File: src/rtl/alu_ctl_pkg.sv
// Shared ALU control types and the multiplier sequencer state encoding.
package alu_ctl_pkg;
  localparam int ALU_W = 16;

  typedef struct packed {
    logic zx;
    logic nx;
    logic zy;
    logic ny;
    logic f;
    logic no;
  } alu_ctl_t;

  localparam alu_ctl_t ALU_ADD    = '{zx: 1'b0, nx: 1'b0, zy: 1'b0, ny: 1'b0, f: 1'b1, no: 1'b0};
  // x & ~0 == x
  localparam alu_ctl_t ALU_PASS_X = '{zx: 1'b0, nx: 1'b0, zy: 1'b1, ny: 1'b1, f: 1'b0, no: 1'b0};

  typedef enum logic [1:0] {IDLE, ADD, DBL, DONE} mul_state_e;
endpackage

File: src/rtl/my_alu.sv
// Combinational zx/nx/zy/ny/f/no ALU: out = f ? x+y : x&y, with optional zero/negate stages.
module my_alu
  import alu_ctl_pkg::*;
(
  input  logic [ALU_W-1:0] x,
  input  logic [ALU_W-1:0] y,
  input  alu_ctl_t         ctl,
  output logic [ALU_W-1:0] out,
  output logic             zr,
  output logic             ng
);
  logic [ALU_W-1:0] xz, xn, yz, yn, fo;

  always_comb begin
    xz  = ctl.zx ? '0 : x;
    xn  = ctl.nx ? ~xz : xz;
    yz  = ctl.zy ? '0 : y;
    yn  = ctl.ny ? ~yz : yz;
    fo  = ctl.f ? (xn + yn) : (xn & yn);
    out = ctl.no ? ~fo : fo;
    zr  = (out == '0);
    ng  = out[ALU_W-1];
  end
endmodule

File: src/rtl/alu_mul_seq.sv
// Start/done shift-and-add multiplier; one shared my_alu performs both the
// accumulate (acc+mcand) and the multiplicand doubling (mcand+mcand).
module alu_mul_seq
  import alu_ctl_pkg::*;
#(
  parameter int W = ALU_W
) (
  input  logic         clk,
  input  logic         rst_n,
  input  logic         start,
  input  logic         abort,
  input  logic [W-1:0] a,
  input  logic [W-1:0] b,
  output logic         busy,
  output logic         done,
  output logic [W-1:0] product
);
  mul_state_e   state_q, state_d;
  logic [W-1:0] acc_q, acc_d, mcand_q, mcand_d, mplier_q, mplier_d, product_q, product_d;
  logic [3:0]   cnt_q, cnt_d;
  logic         busy_q, busy_d, done_q, done_d;

  logic [W-1:0] alu_x, alu_out;
  logic         alu_zr_unused, alu_ng_unused;

  assign alu_x = (state_q == ADD) ? acc_q : mcand_q;

  my_alu u_alu (
    .x   (alu_x),
    .y   (mcand_q),
    .ctl (ALU_ADD),
    .out (alu_out),
    .zr  (alu_zr_unused),
    .ng  (alu_ng_unused)
  );

  always_comb begin
    state_d   = state_q;
    acc_d     = acc_q;
    mcand_d   = mcand_q;
    mplier_d  = mplier_q;
    cnt_d     = cnt_q;
    product_d = product_q;
    unique case (state_q)
      IDLE: if (start) begin
        mcand_d  = a;
        mplier_d = b;
        acc_d    = '0;
        cnt_d    = '0;
        state_d  = ADD;
      end
      ADD: begin
        if (mplier_q[0]) acc_d = alu_out;
        state_d = DBL;
      end
      DBL: begin
        mcand_d  = alu_out;
        mplier_d = mplier_q >> 1;
        cnt_d    = cnt_q + 4'd1;
        // acc is already final here, so product latches on the DONE-entering edge
        if (mplier_d == '0 || cnt_q == 4'd15) begin
          state_d   = DONE;
          product_d = acc_q;
        end else begin
          state_d = ADD;
        end
      end
      DONE: state_d = IDLE;
      default: state_d = IDLE;
    endcase
    if (abort && (state_q == ADD || state_q == DBL)) begin
      state_d   = IDLE;
      product_d = product_q;
    end
    busy_d = (state_d == ADD) || (state_d == DBL);
    done_d = (state_d == DONE);
  end

  always_ff @(posedge clk) begin
    if (!rst_n) begin
      state_q   <= IDLE;
      acc_q     <= '0;
      mcand_q   <= '0;
      mplier_q  <= '0;
      cnt_q     <= '0;
      product_q <= '0;
      busy_q    <= 1'b0;
      done_q    <= 1'b0;
    end else begin
      state_q   <= state_d;
      acc_q     <= acc_d;
      mcand_q   <= mcand_d;
      mplier_q  <= mplier_d;
      cnt_q     <= cnt_d;
      product_q <= product_d;
      busy_q    <= busy_d;
      done_q    <= done_d;
    end
  end

  assign busy    = busy_q;
  assign done    = done_q;
  assign product = product_q;
endmodule

File: config.mk
export PLATFORM = sky130hd
export DESIGN_NAME = alu_mul_seq
export DESIGN_NICKNAME = d
export VERILOG_FILES = /design/src/rtl/alu_ctl_pkg.sv /design/src/rtl/my_alu.sv /design/src/rtl/alu_mul_seq.sv
export SDC_FILE = /design/constraint.sdc
export NUM_CORES = 1
export LEC_CHECK = 0
export CAP_MARGIN = 30
export CORE_MARGIN = 5
export CORE_UTILIZATION = 46
export CTS_CLUSTER_DIAMETER = 40
export DETAILED_ROUTE_END_ITERATION = 16
export GPL_TIMING_DRIVEN = 0
export PLACE_DENSITY = 0.79
export SETUP_SLACK_MARGIN = 0.15
export SYNTH_ARGS = -nofsm -noshare
export SYNTH_HDL_FRONTEND = slang
export SYNTH_SLANG_ARGS = --single-unit
File: constraint.sdc
create_clock -name clk -period 4.05 [get_ports clk]
set_input_delay 1.0125 -clock clk [delete_from_list [all_inputs] [get_ports clk]]
set_output_delay 1.0125 -clock clk [all_outputs]
set_load 0.02 [all_outputs]
### Word level (Yosys, flattened, before mapping)

Cells that the tools add are included.

| storage, ports and cells | value |
|---|---|
| input bits | 36 |
| output and inout port bits | 18 |
| register bits | 72 |

| cells by class | value |
|---|---|
| reduce and logical (&&, ||, !) cells | 11 |
| add/subtract/negate cells | 2 |
| multiplexer cells | 14 |
| bitwise gates (word level) | 1 |
| equal/unequal tests | 9 |

Operators with widths:

| kind | number |
|---|---|
| one-hot mux 16 bit (2 select lines) | 3 |
| two-way mux 16 bit | 5 |
| adder 16 bit | 1 |
| zero test 16 bit | 1 |
| equality test 2 bit (second input constant) | 4 |
| one-hot mux 2 bit (4 select lines) | 1 |
| one-hot mux 4 bit (2 select lines) | 1 |
| two-way mux 2 bit | 3 |
| AND reduction 3 bit | 2 |
| adder 4 x 1 -> 4 bit (second input constant) | 1 |
| equality test 2 x 1 -> 1 bit (second input constant) | 2 |
| equality test 4 bit (second input constant) | 1 |
| two-way mux 4 bit | 1 |
| != test 2 bit (second input constant) | 2 |
| nonzero test 2 bit | 2 |
| logical OR 1 bit | 3 |
| zero test 2 bit | 1 |
| AND reduction 2 bit | 1 |
| logical AND 1 bit | 1 |
| NOT 1 bit | 1 |

### Longest topological paths before layout

Gate-level depths: netlist of run 1.

| logic depth | value |
|---|---|
| depth in word-level cells | 7 |
| depth in mapped cells | 14 |
| mapped depth without buffers | 12 |

### Hierarchy

Synthesis of run 1 repeated with hierarchy kept, for this count alone.

| second synthesis, totals | value |
|---|---|
| cells, all modules | 634 |
| area total of the unflattened synthesis | 5637.9 µm² |

By module, submodules not included:

| module | cells an instance | sequential area each (µm²) | times used | area each (µm²) |
|---|---|---|---|---|
| alu_mul_seq | 388 | 1441.4 | 1 | 3772.4 |
| my_alu | 246 | 0.0 | 1 | 1865.5 |

### Worst setup path after synthesis of run 1

No wires, ideal clock.

| timing | value |
|---|---|
| path type | flip-flop to flip-flop |
| from | register state_q[1] |
| to | register acc_q[14] |
| slack | 1017 ps |
| clock period less this slack | 3033 ps |
| library setup time | 118 ps |
| cell stages (with the launch flop) | 13 |
| buffers on the path | 2 |
| arrival time | 2915 ps |
| data required time | 3932 ps |
| path through | dfxtp_1 > inv_1 > ha_1 > clkbuf_1 > buf_1 > mux2_2 > ha_1 > a21oi_2 > o211a_1 > o21ai_0 > a221oi_2 > xor2_1 > o21ai_1 |

| between the ends | value |
|---|---|
| longest elaborated chain between the ends | 5 |

RTL lines:

| item | line | source |
|---|---|---|
| start, declared | alu_mul_seq.sv:18 | `mul_state_e state_q, state_d;` |
| start signal, assigned | alu_mul_seq.sv:90 | `state_q <= state_d;` |
| equality test 2 x 1 -> 1 bit | alu_mul_seq.sv:26, alu_mul_seq.sv:44 |  |
| two-way mux 16 bit | alu_mul_seq.sv:26 | `assign alu_x = (state_q == ADD) ? acc_q : mcand_q;` |
| adder 16 bit | my_alu.sv:19 | `fo = ctl.f ? (xn + yn) : (xn & yn);` |
| two-way mux 16 bit | alu_mul_seq.sv:53 | `if (mplier_q[0]) acc_d = alu_out;` |
| one-hot mux 16 bit (2 select lines) | alu_mul_seq.sv:44 | `unique case (state_q)` |
| end signal, assigned | alu_mul_seq.sv:82 | `acc_q <= '0;` |
| end signal, assigned | alu_mul_seq.sv:91 | `acc_q <= acc_d;` |
| end, declared | alu_mul_seq.sv:19 | `logic [W-1:0] acc_q, acc_d, mcand_q, mcand_d, mplier_q, mplier_d, product_q, product_d;` |

Several ways; a longest one is shown, not always the timed one. The select of a mux whose other input is x is not followed.
A chain may end at the register's enable or synchronous reset.

### Final worst setup path of run 1

| timing | value |
|---|---|
| from | register state_q[1] |
| to | register mcand_q[11] |

| between the ends | value |
|---|---|
| longest elaborated chain between the ends | 4 |

RTL lines:

| item | line | source |
|---|---|---|
| equality test 2 x 1 -> 1 bit | alu_mul_seq.sv:26 |  |
| two-way mux 16 bit | alu_mul_seq.sv:26 |  |
| adder 16 bit | my_alu.sv:19 |  |
| one-hot mux 16 bit (2 select lines) | alu_mul_seq.sv:44 |  |
| end signal, assigned | alu_mul_seq.sv:92 | `mcand_q <= mcand_d;` |
| end, declared | alu_mul_seq.sv:19 |  |

Several ways; a longest one is shown, not always the timed one.

==> flow_metrics.py, run 1 <==
metrics = {
    "sta": {
        "finalMaxSlewViolations": 0,
        "fin_skew_ps": 7.91,
        "period_needed_ps": 3690,
        "worstMarginPinSlew_ps": 825,
        "hold_viol_final": 0,
        "timing.fmax_ghz": 0.271,
        "final.setup.tns_ps": 0,
        "finalSetupViolCount": 0,
        "rsz0062_at_grt": "false",
        "timing.final.crit_share_pct": 91.0,
        "slew_headroom_pct": 44.7,
    },
    "grt": {
        "grt_pass1_vias": 3493,
        "grt_usage_pct": 20.7,
        "antenna_found_initial": 0,
        "grt_max_degree": 13,
        "grt_overflow": 0,
        "grt_pass1_wl_um": 16900,
    },
    "power_and_ir_drop": {
        "pwr-share-comb_pct": 47.5,
        "p_leak_nw": 1.80,
        "internal-power_mw": 1.75,
        "power_density_nw_per_um2": 638,
        "p_sw_mw": 1.28,
        "p_clk_share_pct": 20.1,
        "power_mw": 3.03,
        "netSwitchingFraction_pct": 42.3,
        "vdd_drop_max_uv": 284,
        "power_frac_seq_pct": 32.4,
    },
    "synth": {
        "syn_area_sq_um": 3870,
        "ys_ff_latch": 72,
        "synth-seq-area-share_pct": 37.2,
        "synth_cells": 450,
        "synth_ff_type": "dfxtp_1",
        "avgSynthCellArea_sq_um": 8.61,
        "synthArstFlopShare_pct": 0,
        "yosysWarnings": 0,
        "synthDistinctLibCells": 52,
        "synth_enable_flop_cells": 0,
        "syn_nets": 510,
    },
    "routing": {
        "first_iter_violations": 236,
        "wl_um": 10400,
        "num_vias": 3629,
        "drc_errors": 0,
        "drt-pass1-iter-count": 5,
        "antenna_left": 0,
        "wire_per_inst_um": 16.6,
        "drt-vias-per-instance": 5.82,
    },
    "floorplan": {
        "fp.dieH_um": 102,
        "die_area_sq_um": 10400,
        "coreArea_sq_um": 8220,
        "std_cell_rows": 33,
        "io_pins": 54,
        "die_w_um": 102,
        "floorplan.initialDensity_pct": 47.2,
    },
    "critical_path": {
        "crit_arrival_ps": 3970,
        "cp.required_ps": 4330,
        "cpPeakStageDelay_ps": 560,
        "end_kind": "register",
        "critPathBufInv": 4,
        "cp_max_fo": 10,
        "start_kind": "register",
        "cp_top_family": "buffers and inverters",
        "worstPathCellList": "inv_1 > ha_1 > clkbuf_1 > clkbuf_2 > mux2_2 > ha_1 > inv_1 > o41ai_1 > a31oi_1 > or3_1 > o21ai_0 > o2bb2ai_1",
        "cpMaxStageDelayCell": "clkbuf_1",
        "critPathKind": "reg2reg",
    },
    "final_layout": {
        "layout-drive-gt1-share_pct": 9.25,
        "final_common_cell": "dfxtp_1",
        "areaGrowthSynthToFinish_pct": 22.7,
        "diodes": 0,
        "final_nets": 574,
        "mostFrequentLayoutCells": "dfxtp_1, nor2_1, clkdlybuf4s50_1",
    },
    "clocking": {
        "clockBufferDepth": 2,
        "cts.htree.levels": 3,
        "post_cts_buffers": 0,
        "cts-root-buf": "clkbuf_8",
        "hold_buffers": 0,
        "cts_num_sinks": 72,
        "clk_transition_reported_paths_ps": 80,
        "tritoncts": "built",
        "cts_made_buffers": 9,
        "clock_latency_ps": 350,
    },
    "place": {
        "place_congestion": 0.956,
        "io_buffer_count": 53,
        "dp_hpwl_um": 7460,
    },
    "min_path": {
        "hp-class": "reg2reg",
    },
    "run_status": {
        "status": "complete, no violations",
    },
    "job": {
        "cap_violations": 0,
    },
}
## power by group through the flow
stage / sequential (mW) / combinational (mW) / clock, mW
after CTS: 0.976 / 1.43 / 0.614
after global routing: 0.998 / 1.58 / 0.652
after detailed placement: 0.992 / 1.41 / 0
after global placement: 0.981 / 1.38 / 0
final: 0.981 / 1.44 / 0.610
after floorplan: 0.969 / 1.04 / 0
## area by class of cell
cell class | instances | area (sq um)
buffer | 27 | 128
multi-input combinational | 340 | 2270
clock inverter | 4 | 51.3
inverter | 11 | 41.3
clock buffer | 12 | 165
tap | 105 | 131
timing repair buffer | 53 | 531
sequential | 72 | 1440
fill | 720 | 3460
## registers in the layout (all words and copies together) (netlist names)
register  cells
cnt_q         4
busy          1
state_q       2
mcand_q      16
acc_q        16
done          1
product      16
mplier_q     16
## worst register-to-register path: cells and delay by family, from the launching register on
kind,cells,cell delay (ps)
simple gates,1,380
compound gates,4,790
fa+ha+maj,2,560
flops,1,320
mux,1,380
buf+inv,4,1170
## timing repair
action	4_1_cts	5_1_grt
endpoints found under the setup margin	0	14
endpoints found under the hold margin	0	0
gates resized for setup	0	1
## synth_stat cells (all sizes together) (4+ instances only)
cell    instances  area share [%]
ha             23             7.4
nor3           32             4.1
o22ai           4            0.65
a22o            4            0.90
nor3b          14             2.7
nand2b          4            0.65
a21oi          25             3.7
nand3           4            0.52
clkbuf         15             1.5
nor2           62             6.0
and2            7             1.1
nand2          25             2.4
dfxtp          72              37
mux2i          17             4.4
mux2           14             4.1
a221oi          8             2.0
xnor2          11             2.5
o21ai          34             4.6
inv            10            0.97
a22oi          10             1.9
buf            12             1.8
xor2            4            0.90
and3            4            0.65
## layer usage
layer	global-route usage (%)	part of all wire, %	wire length [um]
met1	28.0	45	4710
met2	32.8	45	4650
met3	2.75	6.7	694
met4	9.30	3.1	325
met5	0	0	0
## path summary, 6_finish.rpt
| check | start | end | slack (ps) | depth (start not counted) |
|---|---|---|---|---|
| worst min-delay path | acc_q[14] | acc_q[14] | 480 | 2 |
| worst max register to register | state_q[1] | mcand_q[11] | 360 | 12 |
| worst min register to register | acc_q[14] | acc_q[14] | 480 | 2 |
| worst max-delay path | state_q[1] | mcand_q[11] | 360 | 12 |
## through the flow
step | cells | instance area (sq um) | hold WS [ps] | worst slack [ps] | util, %
final | 624 | 4750 | 481 | 363 | 57.9
after global routing | 624 | 4750 | 508 | 173 | 57.9
after CTS | 624 | 4750 | 478 | 206 | 57.8
after detailed placement | 608 | 4540 | 469 | 267 | 55.2
after global placement | 608 | 4540 | 465 | 347 | 55.2
after floorplan | 450 | 3870 | 437 | 1020 | -
## kinds of logic (layout without fill, tap and decap cells)
family,Yosys count,after routing,share of synthesized area [%]
xor+xnor,15,15,3.39
flops,72,72,37.2
buf+inv,38,107,4.33
fa+ha+maj,24,24,7.94
mux,31,31,8.46
compound gates,109,109,19.0
simple gates,161,161,19.7
(Power assumes the default switching activity.)
==> run 2: changes to the inputs <==
--- a/config.mk
+++ b/config.mk
@@ -12,7 +12,6 @@
 export DETAILED_ROUTE_END_ITERATION = 16
 export GPL_TIMING_DRIVEN = 0
 export PLACE_DENSITY = 0.79
-export SETUP_SLACK_MARGIN = 0.15
 export SYNTH_ARGS = -nofsm -noshare
 export SYNTH_HDL_FRONTEND = slang
 export SYNTH_SLANG_ARGS = --single-unit
==> constraint.sdc (replaced) <==
create_clock -name clk -period 4.05 [get_ports clk]
set_input_delay 1.0125 -clock clk [delete_from_list [all_inputs] [get_ports clk]]
set_output_delay 1.0125 -clock clk [all_outputs]
set_load 0.01 [all_outputs]
==> results of run 2 <==
Same layout as run 1 (identical final DEF). Status: complete, no violations.
